### src/rtl/pipe_adder_pkg.sv
// pipe_adder_pkg -- shared definitions for the pipelined address adder.
//   MODE_W : width of the operation-select field
//   mode_e : operation encoding (value 3 is reserved and behaves as ADD)
package pipe_adder_pkg;

  localparam int MODE_W = 2;

  typedef enum logic [MODE_W-1:0] {
    MODE_ADD      = 2'd0,
    MODE_SUB      = 2'd1,
    MODE_ADD_SHL2 = 2'd2
  } mode_e;

endpackage

### src/rtl/pipe_adder_if.sv
// pipe_adder_if -- valid/ready request and response bundle of pipe_adder.
//   in_valid/in_ready : input handshake
//   in_a, in_b, mode  : operands and operation select
//   flush             : drop everything in flight
//   out_valid/out_ready : result handshake
//   out_sum, out_carry, out_ovf, out_zero : result and flags
// master: the block driving operands and consuming results.
// slave : the adder itself.
interface pipe_adder_if
  import pipe_adder_pkg::*;
#(
  parameter int WIDTH = 32
);

  logic              in_valid;
  logic              in_ready;
  logic [WIDTH-1:0]  in_a;
  logic [WIDTH-1:0]  in_b;
  logic [MODE_W-1:0] mode;
  logic              flush;
  logic              out_valid;
  logic              out_ready;
  logic [WIDTH-1:0]  out_sum;
  logic              out_carry;
  logic              out_ovf;
  logic              out_zero;

  modport master (
    output in_valid, in_a, in_b, mode, flush, out_ready,
    input  in_ready, out_valid, out_sum, out_carry, out_ovf, out_zero
  );

  modport slave (
    input  in_valid, in_a, in_b, mode, flush, out_ready,
    output in_ready, out_valid, out_sum, out_carry, out_ovf, out_zero
  );

endinterface

### src/rtl/pipe_adder_seg.sv
// pipe_adder_seg -- one stage of the pipelined adder.
//   Adds slice IDX (SW bits) of the effective operands plus the incoming carry,
//   merges that slice into the partially assembled sum and registers operands,
//   sum, carry-out and valid. Everything holds while adv is low; flush clears
//   the valid bit regardless of adv.
// Ports:
//   clk, rst_n          : clock, asynchronous active-low reset
//   adv, flush          : pipeline advance / discard
//   in_valid, in_a, in_b, in_sum, in_carry : state from the previous stage
//   valid, a, b, sum, carry                : registered state of this stage
module pipe_adder_seg #(
  parameter int WIDTH = 32,
  parameter int SW    = 16,
  parameter int IDX   = 0
) (
  input  logic             clk,
  input  logic             rst_n,
  input  logic             adv,
  input  logic             flush,
  input  logic             in_valid,
  input  logic [WIDTH-1:0] in_a,
  input  logic [WIDTH-1:0] in_b,
  input  logic [WIDTH-1:0] in_sum,
  input  logic             in_carry,
  output logic             valid,
  output logic [WIDTH-1:0] a,
  output logic [WIDTH-1:0] b,
  output logic [WIDTH-1:0] sum,
  output logic             carry
);

  localparam int LO = IDX * SW;
  localparam logic [WIDTH-1:0] SLICE_MASK = ({WIDTH{1'b1}} >> (WIDTH - SW)) << LO;

  logic [SW:0]      slice_add;
  logic [WIDTH-1:0] next_sum;

  // Slice adder; the extra top bit is the carry handed to the next stage.
  assign slice_add = {1'b0, in_a[LO +: SW]} + {1'b0, in_b[LO +: SW]} + {{SW{1'b0}}, in_carry};

  // Lower slices come from earlier stages, this stage fills its own slice.
  assign next_sum = (in_sum & ~SLICE_MASK) | (WIDTH'(slice_add[SW-1:0]) << LO);

  // Stage registers: data loads only on advance; flush wins over advance for valid.
  always_ff @(posedge clk or negedge rst_n) begin
    if (!rst_n) begin
      valid <= 1'b0;
      a     <= '0;
      b     <= '0;
      sum   <= '0;
      carry <= 1'b0;
    end else begin
      if (flush) begin
        valid <= 1'b0;
      end else if (adv) begin
        valid <= in_valid;
      end
      if (adv) begin
        a     <= in_a;
        b     <= in_b;
        sum   <= next_sum;
        carry <= slice_add[SW];
      end
    end
  end

endmodule

### src/rtl/pipe_adder.sv
// pipe_adder -- pipelined ADD / SUB / ADD_SHL2 adder with valid/ready handshake.
//   STAGES segments each add WIDTH/STAGES bits; latency is STAGES cycles and
//   one result per cycle is accepted when the output is not stalled.
// Ports:
//   clk   : clock
//   rst_n : asynchronous active-low reset
//   bus   : pipe_adder_if slave (operands, mode, flush, results, flags)
module pipe_adder
  import pipe_adder_pkg::*;
#(
  parameter int WIDTH  = 32,
  parameter int STAGES = 2
) (
  input  logic         clk,
  input  logic         rst_n,
  pipe_adder_if.slave  bus
);

  localparam int SW = WIDTH / STAGES;

  logic             adv;
  logic [WIDTH-1:0] b_eff;
  logic             cin;

  // Index 0 is the stage-0 input, index k+1 the registered output of segment k.
  logic [STAGES:0]  v_c;
  logic [STAGES:0]  c_c;
  logic [WIDTH-1:0] a_c [STAGES+1];
  logic [WIDTH-1:0] b_c [STAGES+1];
  logic [WIDTH-1:0] s_c [STAGES+1];

  assign adv          = !v_c[STAGES] || bus.out_ready;
  assign bus.in_ready = adv;

  // Effective B operand and carry-in; SUB is A + ~B + 1, reserved mode acts as ADD.
  always_comb begin
    b_eff = bus.in_b;
    cin   = 1'b0;
    case (bus.mode)
      MODE_SUB: begin
        b_eff = ~bus.in_b;
        cin   = 1'b1;
      end
      MODE_ADD_SHL2: begin
        b_eff = {bus.in_b[WIDTH-3:0], 2'b00};
      end
      default: begin
      end
    endcase
  end

  assign v_c[0] = bus.in_valid;
  assign c_c[0] = cin;
  assign a_c[0] = bus.in_a;
  assign b_c[0] = b_eff;
  assign s_c[0] = '0;

  for (genvar k = 0; k < STAGES; k++) begin : g_stage
    pipe_adder_seg #(
      .WIDTH (WIDTH),
      .SW    (SW),
      .IDX   (k)
    ) u_seg (
      .clk      (clk),
      .rst_n    (rst_n),
      .adv      (adv),
      .flush    (bus.flush),
      .in_valid (v_c[k]),
      .in_a     (a_c[k]),
      .in_b     (b_c[k]),
      .in_sum   (s_c[k]),
      .in_carry (c_c[k]),
      .valid    (v_c[k+1]),
      .a        (a_c[k+1]),
      .b        (b_c[k+1]),
      .sum      (s_c[k+1]),
      .carry    (c_c[k+1])
    );
  end

  assign bus.out_valid = v_c[STAGES];
  assign bus.out_sum   = s_c[STAGES];
  assign bus.out_carry = c_c[STAGES];

  // a^b^sum at the MSB recovers the carry into the MSB from the final registers.
  assign bus.out_ovf  = a_c[STAGES][WIDTH-1] ^ b_c[STAGES][WIDTH-1] ^
                        s_c[STAGES][WIDTH-1] ^ c_c[STAGES];

  // Gated by valid so the flag reads 0 out of reset while the sum is 0.
  assign bus.out_zero = v_c[STAGES] && (s_c[STAGES] == '0);

endmodule

### src/flat_wrapper.sv
// flat-port wrapper written by rule: the top's interface ports become plain ports
module pipe_adder_flat import pipe_adder_pkg::*;
#(
  parameter int WIDTH  = 32,
  parameter int STAGES = 2
)
  (clk, rst_n, bus_in_valid, bus_in_a, bus_in_b, bus_mode, bus_flush, bus_out_ready, bus_in_ready, bus_out_valid, bus_out_sum, bus_out_carry, bus_out_ovf, bus_out_zero);
  pipe_adder_if #(.WIDTH(WIDTH)) bus_i ();
  input  logic clk;
  input  logic rst_n;
  input wire logic [$bits(bus_i.in_valid)-1:0] bus_in_valid;
  input wire logic [$bits(bus_i.in_a)-1:0] bus_in_a;
  input wire logic [$bits(bus_i.in_b)-1:0] bus_in_b;
  input wire logic [$bits(bus_i.mode)-1:0] bus_mode;
  input wire logic [$bits(bus_i.flush)-1:0] bus_flush;
  input wire logic [$bits(bus_i.out_ready)-1:0] bus_out_ready;
  output wire logic [$bits(bus_i.in_ready)-1:0] bus_in_ready;
  output wire logic [$bits(bus_i.out_valid)-1:0] bus_out_valid;
  output wire logic [$bits(bus_i.out_sum)-1:0] bus_out_sum;
  output wire logic [$bits(bus_i.out_carry)-1:0] bus_out_carry;
  output wire logic [$bits(bus_i.out_ovf)-1:0] bus_out_ovf;
  output wire logic [$bits(bus_i.out_zero)-1:0] bus_out_zero;
  assign bus_i.in_valid = bus_in_valid;
  assign bus_i.in_a = bus_in_a;
  assign bus_i.in_b = bus_in_b;
  assign bus_i.mode = bus_mode;
  assign bus_i.flush = bus_flush;
  assign bus_i.out_ready = bus_out_ready;
  assign bus_in_ready = bus_i.in_ready;
  assign bus_out_valid = bus_i.out_valid;
  assign bus_out_sum = bus_i.out_sum;
  assign bus_out_carry = bus_i.out_carry;
  assign bus_out_ovf = bus_i.out_ovf;
  assign bus_out_zero = bus_i.out_zero;
  pipe_adder #(.WIDTH(WIDTH), .STAGES(STAGES)) u_core (.clk(clk), .rst_n(rst_n), .bus(bus_i));
endmodule
### config.mk
export PLATFORM = sky130hd
export DESIGN_NAME = pipe_adder_flat
export DESIGN_NICKNAME = d
export VERILOG_FILES = /design/src/rtl/pipe_adder_pkg.sv /design/src/rtl/pipe_adder_if.sv /design/src/rtl/pipe_adder_seg.sv /design/src/rtl/pipe_adder.sv /design/src/flat_wrapper.sv
export SDC_FILE = /design/constraint.sdc
export NUM_CORES = 1
export LEC_CHECK = 0
export ABC_CLOCK_PERIOD_IN_PS = 8600
export CAP_MARGIN = 20
export CORE_UTILIZATION = 50
export CTS_CLUSTER_DIAMETER = 200
export CTS_CLUSTER_SIZE = 25
export DETAILED_ROUTE_END_ITERATION = 8
export GPL_TIMING_DRIVEN = 0
export PLACE_DENSITY = 0.76
export SYNTH_ARGS = -nofsm -noshare
export SYNTH_HDL_FRONTEND = slang
export SYNTH_HIERARCHICAL = 1
export SYNTH_SLANG_ARGS = --single-unit
### constraint.sdc
create_clock -name clk -period 8.6 [get_ports clk]
set_input_delay 1.72 -clock clk [delete_from_list [all_inputs] [get_ports clk]]
set_output_delay 1.72 -clock clk [all_outputs]
set_load 0.02 [all_outputs]
==> results, run 1 <==
- The number of hold-slack violations in the final timing report is 0.
- STA classifies the critical path endpoint as a flip-flop.
- In this run the static leakage power is 0.00303 uW.
- After detailed routing, the average wire length per cell comes to 17.9 um.
- In this run, the number of DRC markers left after iteration 0 of detailed routing was 279.
- The highest net fanout along the worst path is 10.
- The area growth from synthesis to layout is 26.2%.
- The time the worst path needs with I/O delays and setup is 5.06 ns.
- The final-report setup violation count is 0.
- Routability-driven placement finished with a final weighted congestion of 0.966.
- The sum of negative setup slack is 0 ns.
- The area of the multi-input gates is 0.00307 mm2.
- The maximum clock frequency is 198 MHz.
- The number of hold buffers added after CTS is 0.
- The count of inserted antenna diode cells is 0.
- During I/O placement, the number of pins put on the boundary was 108.
- Clock-pin slew was measured on the worst setup and hold paths at 0.08 ns.
- The HPWL after detailed placement is 11.2 mm.
- In this run, CTS created clock tree buffers numbering 9.
- Setup repair after global routing left no endpoint under its margin.
- The share of the clock period used by the worst path after layout is 58.8%.
- In the global route stage, overall resource usage came out at 26.4%.
- The utilization after layout is 64.8%.
- In the synthesized netlist, the number of instances is 544.
- The max capacitance violation total is 0.
- The first global-routing pass estimated 23.3 mm of wire.
- In this run the tightest slew margin relative to its limit is 49.2%.
- The Yosys step of the flow raised 6 warnings.
- Of the total power, the share spent switching nets is 36.6%.
- In this run the deepest clock path goes through 2 buffers.
- Detailed routing inserted a total of 4771 vias.
- For this run, the detailed router's first-pass iteration total came to 5.
- The vertical die dimension is 108 um.
- The cell sitting at the root of the clock tree is a sky130_fd_sc_hd__clkbuf_8.
- The worst hold path belongs to the class reg2reg.
- The power density of the placed cells is 220 mW/mm2.
- The H-tree depth is 3.
- The total overflow left after global routing is 0.
- The analysis attributes to net switching a power of 565 uW.
- In the final design database the tool counted 770 nets.
- The final number of max-transition violations is 0.
- The number of setup buffers added after CTS is 0.
- After floorplanning, the core was divided into 38 placement rows.
- The fraction of power consumed by the clock network is 17.3%.
- The top cell types in the final layout, fill and taps aside, are 106 x sky130_fd_sc_hd__clkdlybuf4s50_1, 86 x sky130_fd_sc_hd__dfrtp_1, 70 x sky130_fd_sc_hd__mux2_2.
- The layout filler cell count is 889.
- The area of the core is 0.0108 mm2.
- The number of global-route vias before repair came to 4678.
- The initial antenna violation count is 0.
- The storage element area is 0.00215 mm2.
- The average size of a mapped cell is 10.2 um2.
- The run finished with clean final reports.
- The share of cells above drive strength 1 is 18.1%.
- After synthesis the cells add up to 0.00557 mm2.
- The number of cells upsized or downsized after cts is 0.
- Per report_power, the sequential group accounts for 38.4% of the total.
- The worst clock skew on the final layout is 0.00691 ns.
- In the routed design, unresolved DRC markers number 0.
- For this block, the routed nets add up to 14.5 mm of wire.
- The starting utilization of the core area is 51.4%.
- The number of sinks on the clock net is 86.
- For the worst setup path, the data required time is 8.86 ns.
- The maximum ir drop on the vdd rail is 0.000109 V.
- The post-detailed-route count of antenna-violating nets is 0.
- In this run the tool buffered the top-level ports with 107 buffer cells.
- The floorplan step defined a die boundary enclosing 0.0116 mm2.
- The library cell used most frequently in the layout, excluding fill and tap cells, is sky130_fd_sc_hd__clkdlybuf4s50_1.
- The worst setup path is launched from an input pin.
- The chip width is 108 um.
- The clock insertion delay at the later pin of the skew report is 0.36 ns.
- For the pin with the worst max-slew slack, the measured transition is 0.762 ns.
- Using the TritonRoute via totals, the vias-per-cell ratio works out to 5.90.
- The type of the setup path with the least slack is in2reg.
- The arrival time reported for the critical path endpoint is 5.31 ns.
- Internal power comes to 978 uW.
- Counting every net in the synthesized netlist gives 651.
- TritonCTS built the clock tree.
- Entering global routing, the biggest net connects 63 pins.
- Combinational cells account for 44.2% of the total power.
-- area by class of cell --
cell class / count / area share (%)
tap: 140 / 2.49
sequential: 86 / 30.6
clock buffer: 13 / 2.40
timing repair buffer: 108 / 15.6
clock inverter: 3 / 0.249
inverter: 44 / 2.35
multi-input combinational: 379 / 43.7
buffer: 35 / 2.51
-- routing by layer --
layer | GRT usage (%) | part of all wire, %
met5 | 0 | 0
met3 | 3.63 | 6.1
met2 | 43.4 | 47
met1 | 35.0 | 45
met4 | 10.6 | 2.3
-- critical path, stage by stage --
cell                              delay (ns)
sky130_fd_sc_hd__clkdlybuf4s50_1        0.51
sky130_fd_sc_hd__inv_1                  0.07
sky130_fd_sc_hd__ha_1                   0.28
sky130_fd_sc_hd__buf_2                  0.23
sky130_fd_sc_hd__buf_6                  0.18
sky130_fd_sc_hd__nor2_1                 0.05
sky130_fd_sc_hd__nand2_1                0.06
sky130_fd_sc_hd__nand2_1                0.06
sky130_fd_sc_hd__fa_1                   0.44
sky130_fd_sc_hd__fa_1                   0.43
sky130_fd_sc_hd__a21oi_1                0.32
sky130_fd_sc_hd__o211ai_1               0.22
sky130_fd_sc_hd__a21oi_1                0.30
sky130_fd_sc_hd__a21oi_1                0.16
sky130_fd_sc_hd__a41o_1                 0.26
-- per-stage QoR --
step                setup WS [ns]  hold slack (ns)  power (uW)  instances  area, um2
finish                       3.54            0.500        1540        808       7020
global route                 3.38            0.531        1640        808       7020
CTS                          3.61            0.502        1550        808       7020
detailed placement           3.25            0.482        1280        792       6840
global placement             2.86            0.478        1260        791       6810
floorplan                    4.24            0.457         997        544       5570
-- path summary, 6_finish.rpt --
path	start	cells after the start	slack [ns]	end
worst max-delay path	bus_mode[0]	15	3.54	u_core/g_stage[0].u_seg/carry
worst min-delay path	u_core/g_stage[0].u_seg/sum[9]	1	0.50	u_core/g_stage[0].u_seg/sum[9]
worst max register to register	u_core/g_stage[0].u_seg/a[16]	8	5.55	u_core/g_stage[1].u_seg/carry
worst min register to register	u_core/g_stage[0].u_seg/sum[9]	1	0.50	u_core/g_stage[0].u_seg/sum[9]
max in group asynchronous	rst_n	2	6.73	u_core/g_stage[0].u_seg/sum[13]
min in group asynchronous	rst_n	1	1.26	u_core/g_stage[1].u_seg/a[31]
-- sequential cells by signal, summed over array words and instances (netlist names) --
signal                      count
u_core/g_stage.u_seg/sum       48
u_core/g_stage.u_seg/a         17
u_core/g_stage.u_seg/b         17
u_core/g_stage.u_seg/carry      2
u_core/g_stage.u_seg/valid      2
-- power by group through the flow --
stage | Sequential (uW) | Clock (uW) | Combinational, uW
5_1_grt | 609 | 294 | 736
6_report | 593 | 268 | 683
4_1_cts | 595 | 276 | 680
3_5_place_dp | 604 | 0 | 674
3_3_place_gp | 599 | 0 | 656
2_1_floorplan | 655 | 0 | 342
(Power assumes the default switching activity.)
==> inputs of run 2 (changes only) <==
--- a/config.mk
+++ b/config.mk
@@ -5,14 +5,14 @@
 export SDC_FILE = /design/constraint.sdc
 export NUM_CORES = 1
 export LEC_CHECK = 0
-export ABC_CLOCK_PERIOD_IN_PS = 8600
+export ABC_CLOCK_PERIOD_IN_PS = 4600
 export CAP_MARGIN = 20
 export CORE_UTILIZATION = 50
 export CTS_CLUSTER_DIAMETER = 200
 export CTS_CLUSTER_SIZE = 25
 export DETAILED_ROUTE_END_ITERATION = 8
 export GPL_TIMING_DRIVEN = 0
-export PLACE_DENSITY = 0.76
+export PLACE_DENSITY = 0.79
 export SYNTH_ARGS = -nofsm -noshare
 export SYNTH_HDL_FRONTEND = slang
 export SYNTH_HIERARCHICAL = 1
==> constraint.sdc (replaced) <==
create_clock -name clk -period 4.6 [get_ports clk]
set_input_delay 0.92 -clock clk [delete_from_list [all_inputs] [get_ports clk]]
set_output_delay 0.92 -clock clk [all_outputs]
set_load 0.02 [all_outputs]
==> run 2 against run 1 <==
  * Register-to-register slack got worse by 3.9 ns
  * Clock skew rose by 0.0015 ns
  * Global-route usage rose by 0.081 points
  * Sequential share of layout area rose by 0.12 points
  * Core utilization fell by 0.24 points
  * Count of clock-buffer cells in the layout did not move
  * Hold slack got worse by 0.019 ns
==> results, run 2 (synthesis gave the netlist of run 1 again) <==
- The library cell used most frequently in the layout, excluding fill and tap cells, is sky130_fd_sc_hd__clkdlybuf4s50_1.
- Post-CTS timing repair inserted 0 buffers for setup.
- Relative to the synthesized area, the layout overhead comes to 25.7%.
- The min-delay analysis places its worst path in the category in2async.
- Dividing total power by cell area gives a power density of 406 mW/mm2.
- VDD sags by at most 0.000221 V.
- The highest net fanout along the worst path is 10.
- Clock-pin slew was measured on the worst setup and hold paths at 0.08 ns.
- The worst setup path is captured at a flip-flop.
- Setup violations remaining at the end of the flow were counted as 0.
- OpenSTA, run right after detailed placement, puts the worst setup slack at 0.127 ns.
- For the worst setup path, the data required time is 4.85 ns.
- The maximum number of pins on one net before global-route repair is 60.
- The share of the clock period used by the worst path after layout is 90.7%.
- The final layout contains routed wiring with a total length of 14.6 mm.
- The initial antenna violation count was 0.
- The slack of the critical path is 0.428 ns.
- The worst pin sits at a relative slew slack of 44.4%.
- For the finished layout, the period the worst path requires is 4.17 ns.
- In this design, the stage delay of the slowest critical-path cell is 0.49 ns.
- The placed instances occupy a cell area of 0.00684 mm2.
- STA classifies the critical path startpoint as an input pin.
- The die covers 0.0116 mm2.
- Before antenna repair, the detailed router went through 5 iterations.
- For this design, the slowest cell found on the critical path is sky130_fd_sc_hd__clkdlybuf4s50_1.
- The total DRC errors in the routed layout is 0.
- The final number of max-transition violations is 0.
- The arrival time reported for the critical path endpoint is 4.43 ns.
- The H-tree depth is 3.
- The largest registers in the layout are u_core/g_stage.u_seg/sum x48, u_core/g_stage.u_seg/a x17, u_core/g_stage.u_seg/b x17.
- In the final routed layout, each cell accounts on average for 18.1 um.
- Timing would allow up to 240 MHz.
- The clock root buffer is sky130_fd_sc_hd__clkbuf_8.
- The initial utilization of the core area, before any placement, comes to 51.4%.
- The filler cells instantiated in the layout total 886.
- The wire-length estimate of the detail-placed layout is 11.2 mm.
- The number of global-route vias before repair is 4695.
- The number of hold buffers added after CTS was 0.
- Max-cap violations in this run came to 0.
- The number of hold-slack violations in the final timing report is 0.
- Setup repair after global routing left no endpoint under its margin.
- The number of buffers inserted during clock tree synthesis is 9.
- The chip width is 108 um.
- The clock tree from TritonCTS is yes.
- The final-stage net count is 770.
- For this run the aggregate overflow at the end of global routing stands at 0.
- The share of cells above drive strength 1 is 17.7%.
- In the final timing run, aggregate negative setup slack is 0 ns.
- The top cell family by delay on the critical path is compound AO/OA/AOI/OAI gates.
- The count of buffers inserted at the top-level ports is 107.
- After floorplanning, the core was divided into 38 placement rows.
- In this run the static leakage power is 0.00301 uW.
- Traced cell by cell, the critical path runs through clkdlybuf4s50_1, inv_1, ha_1, buf_2, buf_6, nor2_1, nand2_1, nand2_1, fa_1, fa_1, a21oi_1, o211ai_1, a21oi_1, a21oi_1, a41o_1.
- The flow ran to the end, and the final reports show no timing, DRC or antenna violations.
- The critical path buffer and inverter count is 4.
- For the final database, setup skew stands at 0.00840 ns.
- In the layout the commonest cells are 106 x sky130_fd_sc_hd__clkdlybuf4s50_1, 86 x sky130_fd_sc_hd__dfrtp_1, 70 x sky130_fd_sc_hd__mux2_2.
- The later pin in the worst-skew pair is clocked with a latency of 0.36 ns.
- The post-detailed-route count of antenna-violating nets is 0.
- The average via count per standard cell is 5.92.
- The global-route wire length before repair is 23.2 mm.
- The count of placed standard cells including taps is 792.
- Once layout is done, the placed cells without fillers occupy 0.00700 mm2.
- For the pin with the worst max-slew slack, the measured transition is 0.826 ns.
- The number of sinks on the clock net is 86.
- The post-route non-filler standard cell count is 808.
- The clock passes through at most 2 buffers.
- The cell occurring most often along the worst timing path is sky130_fd_sc_hd__a21oi_1.
- After layout, the design draws a total of 2840 uW.
- The count of inserted antenna diode cells is 0.
- The register with the most flip-flops in the layout has 48 of them.
- For this design the top-level I/O count stands at 108.
- The final weighted congestion in routability-driven placement is 0.896.
- Post-CTS repair changed the size of 0 cells.
- The total global routing track utilization is 26.4%.
- The register ranked first by flip-flop count is u_core/g_stage.u_seg/sum.
- The region available for standard cell placement spans 0.0108 mm2.
- The setup path with the least slack is of type in2reg.
- The detailed router finished its first iteration with 276 violations.
- The final route contains 4781 vias.
- Measured along the y axis, the die boundary spans 108 um.
[run 2: power by group]
| part | leakage, uW | total (uW) | switching [uW] | internal (uW) |
|---|---|---|---|---|
| Clock | 0.0000776 | 458 | 261 | 197 |
| Combinational | 0.00192 | 1280 | 640 | 636 |
| Sequential | 0.00101 | 1110 | 157 | 954 |
| Total | 0.00301 | 2840 | 1060 | 1790 |
[run 2: worst paths after layout]
path,from,to,slack (ns),cells past startpoint
worst max-delay path,bus_mode[0],u_core/g_stage[0].u_seg/carry,0.43,15
worst min-delay path,rst_n,u_core/g_stage[0].u_seg/sum[13],0.48,1
worst max register to register,u_core/g_stage[0].u_seg/a[16],u_core/g_stage[1].u_seg/carry,1.65,8
worst min register to register,u_core/g_stage[0].u_seg/sum[0],u_core/g_stage[0].u_seg/sum[0],0.51,1
max in group asynchronous,rst_n,u_core/g_stage[0].u_seg/b[31],3.49,2
min in group clk,u_core/g_stage[0].u_seg/sum[0],u_core/g_stage[0].u_seg/sum[0],0.51,1
[run 2: worst reg2reg max path, stage by stage (launching register included)]
cell	delay, ns
sky130_fd_sc_hd__dfrtp_1	0.41
sky130_fd_sc_hd__fa_1	0.50
sky130_fd_sc_hd__fa_1	0.51
sky130_fd_sc_hd__a211oi_1	0.30
sky130_fd_sc_hd__nor2_1	0.15
sky130_fd_sc_hd__o22ai_4	0.25
sky130_fd_sc_hd__o31ai_2	0.11
sky130_fd_sc_hd__a221o_1	0.34
sky130_fd_sc_hd__mux2_4	0.26
[run 2: area by class of cell]
cell class,count,area [um2],area share [%]
tap,140,175,2.50
sequential,86,2150,30.8
multi-input combinational,379,3070,43.9
timing repair buffer,108,1100,15.7
clock buffer,13,139,1.98
inverter,44,165,2.36
buffer,35,176,2.52
clock inverter,3,21.3,0.304
[run 2: routing by layer]
metal  track usage, %  wire length (um)
met4             11.7               362
met2             42.0              6790
met5                0                 0
met1             35.5              6520
met3             4.36               952
[run 2: per-stage QoR]
stage | util (%) | hold slack (ns)
after floorplan | - | 0.457
after global placement | 62.8 | 0.486
after detailed placement | 63.1 | 0.491
after CTS | 64.6 | 0.484
after global routing | 64.6 | 0.487
final | 64.6 | 0.481
==> inputs of run 3 (changes only) <==
--- a/config.mk
+++ b/config.mk
@@ -7,13 +7,14 @@
 export LEC_CHECK = 0
 export ABC_CLOCK_PERIOD_IN_PS = 4600
 export CAP_MARGIN = 20
-export CORE_UTILIZATION = 50
+export CELL_PAD_IN_SITES_DETAIL_PLACEMENT = 0
+export CELL_PAD_IN_SITES_GLOBAL_PLACEMENT = 1
+export CORE_UTILIZATION = 35
 export CTS_CLUSTER_DIAMETER = 200
 export CTS_CLUSTER_SIZE = 25
 export DETAILED_ROUTE_END_ITERATION = 8
 export GPL_TIMING_DRIVEN = 0
-export PLACE_DENSITY = 0.79
+export PLACE_DENSITY = 0.81
 export SYNTH_ARGS = -nofsm -noshare
 export SYNTH_HDL_FRONTEND = slang
-export SYNTH_HIERARCHICAL = 1
 export SYNTH_SLANG_ARGS = --single-unit
==> run 3 against run 2 <==
  * First-iteration DRC count up 14%
  * Final area is 1.4% higher
  * Routed wire length increased by 7.7%
  * Total power up 9.6%
  * Die area grew 39%
  * Final cell count rose by 21%
  * Non-clock buffer count did not move
==> results, run 3 <==
- The flow ran to the end, and the final reports show no timing, DRC or antenna violations.
- The top cell type by area accounts for 39.4% of the synthesized area.
- The share of the clock period used by the worst path after layout is 92.8%.
- The share of flip-flops with an asynchronous set or reset after synthesis is 100%.
- The count of inserted antenna diode cells is 0.
- In the global route stage, met1 resource usage came out at 29.7%.
- The total DRC errors in the routed layout is 0.
- The register ranked first by flip-flop count is u_core.g_stage.u_seg.sum.
- The die covers 0.0161 mm2.
- The cell count after synthesis came out at 669.
- After detailed routing, the number of vias per cell comes to 5.28.
- The number of hold-slack violations in the final timing report is 0.
- The proportion of synthesized chip area in sequential cells is 39.4%.
- STA classifies the critical path endpoint as a flip-flop.
- The busiest layer in global routing is met2.
- Yosys mapped the design onto 64 distinct sky130hd cell types.
- The starting utilization of the core area is 35.9%.
- CTS placed an instance of sky130_fd_sc_hd__clkbuf_16 at the clock tree root.
- The number of nets produced by synthesis is 776.
- Based on the critical path, the design can be clocked at up to 234 MHz.
- Clock skew on the completed layout was measured at 0.00987 ns.
- The maximum ir drop on the vdd rail is 0.000217 V.
- TritonCTS built the clock tree.
- The number of global-route vias before repair is 5017.
- The sequential cells in the finished layout cover a total of 0.00215 mm2.
- Detailed routing inserted a total of 5181 vias.
- Yosys attributes the largest share of cell area to sky130_fd_sc_hd__dfrtp_1 39%, sky130_fd_sc_hd__nand2_1 10%, sky130_fd_sc_hd__ha_1 7.3%.
- Yosys mapped a number of flops with a built-in enable equal to 0.
- The H-tree was split into 3 levels.
- The growth of design area from synthesis to finish is 29.9%.
- In the global route stage, met2 resource usage came out at 32.2%.
- The count of buffers inserted at the top-level ports is 107.
- The global-route congestion overflow total is 0.
- Setup repair after global routing left no endpoint under its margin.
- The average size of a mapped cell is 8.16 um2.
- For this design the static power due to leakage is 0.00319 uW.
- The arrival time reported for the critical path endpoint is 4.49 ns.
- In the final layout, the multi-input gates occupy 0.00300 mm2.
- Global routing used 20.5% of the available tracks.
- STA puts the critical path data required time at 4.82 ns.
- The maximum buffer depth of the clock tree is 2.
- The worst min-delay path category is reg2reg.
- At the pin with the least slew margin, the transition time is 0.706 ns.
- The share of cells above drive strength 1 is 4.92%.
- The synthesized design spends more area on one cell type than any other, namely sky130_fd_sc_hd__dfrtp_1.
- The detail-routed net length per standard cell is 16.1 um.
- sky130_fd_sc_hd__nand2_1 is the most common cell in the netlist.
- The final weighted congestion in routability-driven placement is 0.868.
- The number of flip-flops under the largest register name is 48.
- The type of the setup path with the least slack is in2reg.
- The vertical die dimension is 127 um.
- The synthesized netlist occupies a cell area of 0.00546 mm2.
- The element type at the critical path start is an input pin.
- The number of DRC markers in iteration 0 is 316.
- The initial antenna violation count is 0.
- The final-report setup violation count is 0.
- The later pin in the worst-skew pair is clocked with a latency of 0.34 ns.
- Among all flip-flop cells after synthesis, the most frequent one is sky130_fd_sc_hd__dfrtp_1.
- The largest registers in the layout are u_core.g_stage.u_seg.sum x48, u_core.g_stage.u_seg.a x17, u_core.g_stage.u_seg.b x17.
- The total iterations of the first detailed-routing run is 5.
- The total power draw is 3120 uW.
- The global-route wire length before repair is 25.8 mm.
- In the final design database the tool counted 895 nets.
- The post-detailed-route count of antenna-violating nets is 0.
- The synthesis warning total is 0.
- The most common cell after layout, fill and taps aside is sky130_fd_sc_hd__nand2_1.
- The relative slew slack is 53.0%.
- Detailed placement finished with a half-perimeter wire length of 12.7 mm.
- The synthesized design contains 86 register bits.
- The met3 capacity usage during global routing is 3.25%.
- The layout filler cell count is 1492.
- In this run the worst path has a maximum fanout of 10.
- The post-CTS clock slew at the launch and capture registers of the worst setup and hold paths is 0.06 ns.
- The max capacitance violation total is 0.
- The number of buffers inserted during clock tree synthesis is 9.
- Entering global routing, the biggest net connects 57 pins.
- Leaving out fill and tap cells, the most frequent cells in the layout are 146 x sky130_fd_sc_hd__nand2_1, 106 x sky130_fd_sc_hd__clkdlybuf4s50_1, 86 x sky130_fd_sc_hd__dfrtp_1.
- The time the worst path needs with I/O delays and setup is 4.27 ns.
- In this run the core area contains 45 standard-cell rows.
- The commonest cells after synthesis are 146 x sky130_fd_sc_hd__nand2_1, 86 x sky130_fd_sc_hd__dfrtp_1, 79 x sky130_fd_sc_hd__nor2_1.
- For this design the ratio of total power to cell area is 440 mW/mm2.
- The number of sinks on the clock net is 86.
- The number of hold buffers added after CTS is 0.
- Before CTS, the worst setup slack after placement is -0.144 ns.
- The final number of max-transition violations is 0.
- The number of I/O pins is 108.
- The total length of routed wires is 15.7 mm.
- The slack of the critical path is 0.331 ns.
- The floorplan step set the die width to 127 um.
- The area of the core is 0.0152 mm2.
run 3: cell count changes in the layout (fill, tap and decap cells not counted), moves of 5 or more:
cell / change
sky130_fd_sc_hd__nand2_1: +120
sky130_fd_sc_hd__o21ai_0: +12
sky130_fd_sc_hd__clkbuf_8: -8
sky130_fd_sc_hd__a221oi_2: -5
sky130_fd_sc_hd__a21oi_1: +10
sky130_fd_sc_hd__nand3_1: -5
sky130_fd_sc_hd__buf_2: -9
sky130_fd_sc_hd__mux2_2: -70
sky130_fd_sc_hd__clkbuf_16: +9
sky130_fd_sc_hd__nor2_1: +59
sky130_fd_sc_hd__clkbuf_1: +5
sky130_fd_sc_hd__a221oi_1: +6
sky130_fd_sc_hd__o211ai_1: -5
run 3: path summary, 6_finish.rpt:
check | start | end | slack, ns | depth (start not counted)
min | u_core.g_stage[0].u_seg.sum[8] | u_core.g_stage[1].u_seg.sum[8] | 0.47 | 2
max | bus_mode[0] | u_core.g_stage[0].u_seg.carry | 0.33 | 15
max reg2reg | u_core.g_stage[0].u_seg.carry | u_core.g_stage[1].u_seg.sum[24] | 2.18 | 9
min in group asynchronous | rst_n | u_core.g_stage[0].u_seg.a[29] | 0.51 | 1
min reg2reg | u_core.g_stage[0].u_seg.sum[8] | u_core.g_stage[1].u_seg.sum[8] | 0.47 | 2
max in group asynchronous | rst_n | u_core.g_stage[1].u_seg.sum[8] | 3.48 | 2
run 3: kinds of logic (layout without fill, tap and decap cells):
| kind of cell | Yosys count | count (layout) | synth area share, % |
|---|---|---|---|
| DFF | 86 | 86 | 39.4 |
| and+or+nand+nor | 263 | 263 | 20.1 |
| xor gates and xnor gates | 25 | 25 | 4.01 |
| adders and majority gates | 36 | 36 | 8.80 |
| muxes | 1 | 1 | 0.183 |
| AOI/OAI and AO/OA | 180 | 180 | 21.8 |
| buffers and inverters | 78 | 202 | 5.66 |
run 3: layer usage:
layer	up-vias	wire length [um]
met5	-	0
met4	0	158
met3	11	839
met2	165	6880
met1	2443	7870
li1	2562	-
run 3: report_power, final:
group	switching, uW	internal (uW)
Sequential	175	959
Clock	294	436
Combinational	674	581
Total	1140	1980
run 3: what timing repair did:
item,in CTS,in global routing
gates resized for setup,0,2
buffers inserted,0,0
setup endpoints to repair,0,3
run 3: worst max-delay path: stages:
cell	delay (ns)
sky130_fd_sc_hd__clkdlybuf4s50_1	0.48
sky130_fd_sc_hd__inv_1	0.05
sky130_fd_sc_hd__ha_1	0.26
sky130_fd_sc_hd__clkbuf_1	0.29
sky130_fd_sc_hd__clkbuf_2	0.29
sky130_fd_sc_hd__nand2b_1	0.14
sky130_fd_sc_hd__o21ai_0	0.11
sky130_fd_sc_hd__fa_1	0.42
sky130_fd_sc_hd__fa_1	0.43
sky130_fd_sc_hd__a21o_1	0.19
sky130_fd_sc_hd__nand3_1	0.14
sky130_fd_sc_hd__a31oi_4	0.15
sky130_fd_sc_hd__o21ai_1	0.32
sky130_fd_sc_hd__a221o_1	0.22
sky130_fd_sc_hd__nand3_1	0.07
run 3: area by class of cell:
class / count / share of cell area (%)
Buffer: 35 / 2.10
Timing Repair Buffer: 108 / 15.4
Sequential cell: 86 / 30.3
Inverter: 43 / 2.28
Clock inverter: 5 / 0.829
Tap cell: 188 / 3.32
Multi-Input combinational cell: 505 / 42.3
Clock buffer: 11 / 3.42
run 3: stage by stage:
stage / cells / setup TNS [ns] / instance area [um2] / hold slack, ns / util (%)
after global placement: 964 / -36.46 / 6770 / 0.459 / 44.5
after global routing: 981 / 0 / 7090 / 0.500 / 46.7
after CTS: 981 / 0 / 7090 / 0.474 / 46.7
final: 981 / 0 / 7090 / 0.473 / 46.7
after floorplan: 669 / 0 / 5460 / 0.439 / -
after detailed placement: 965 / -0.379 / 6790 / 0.460 / 44.7
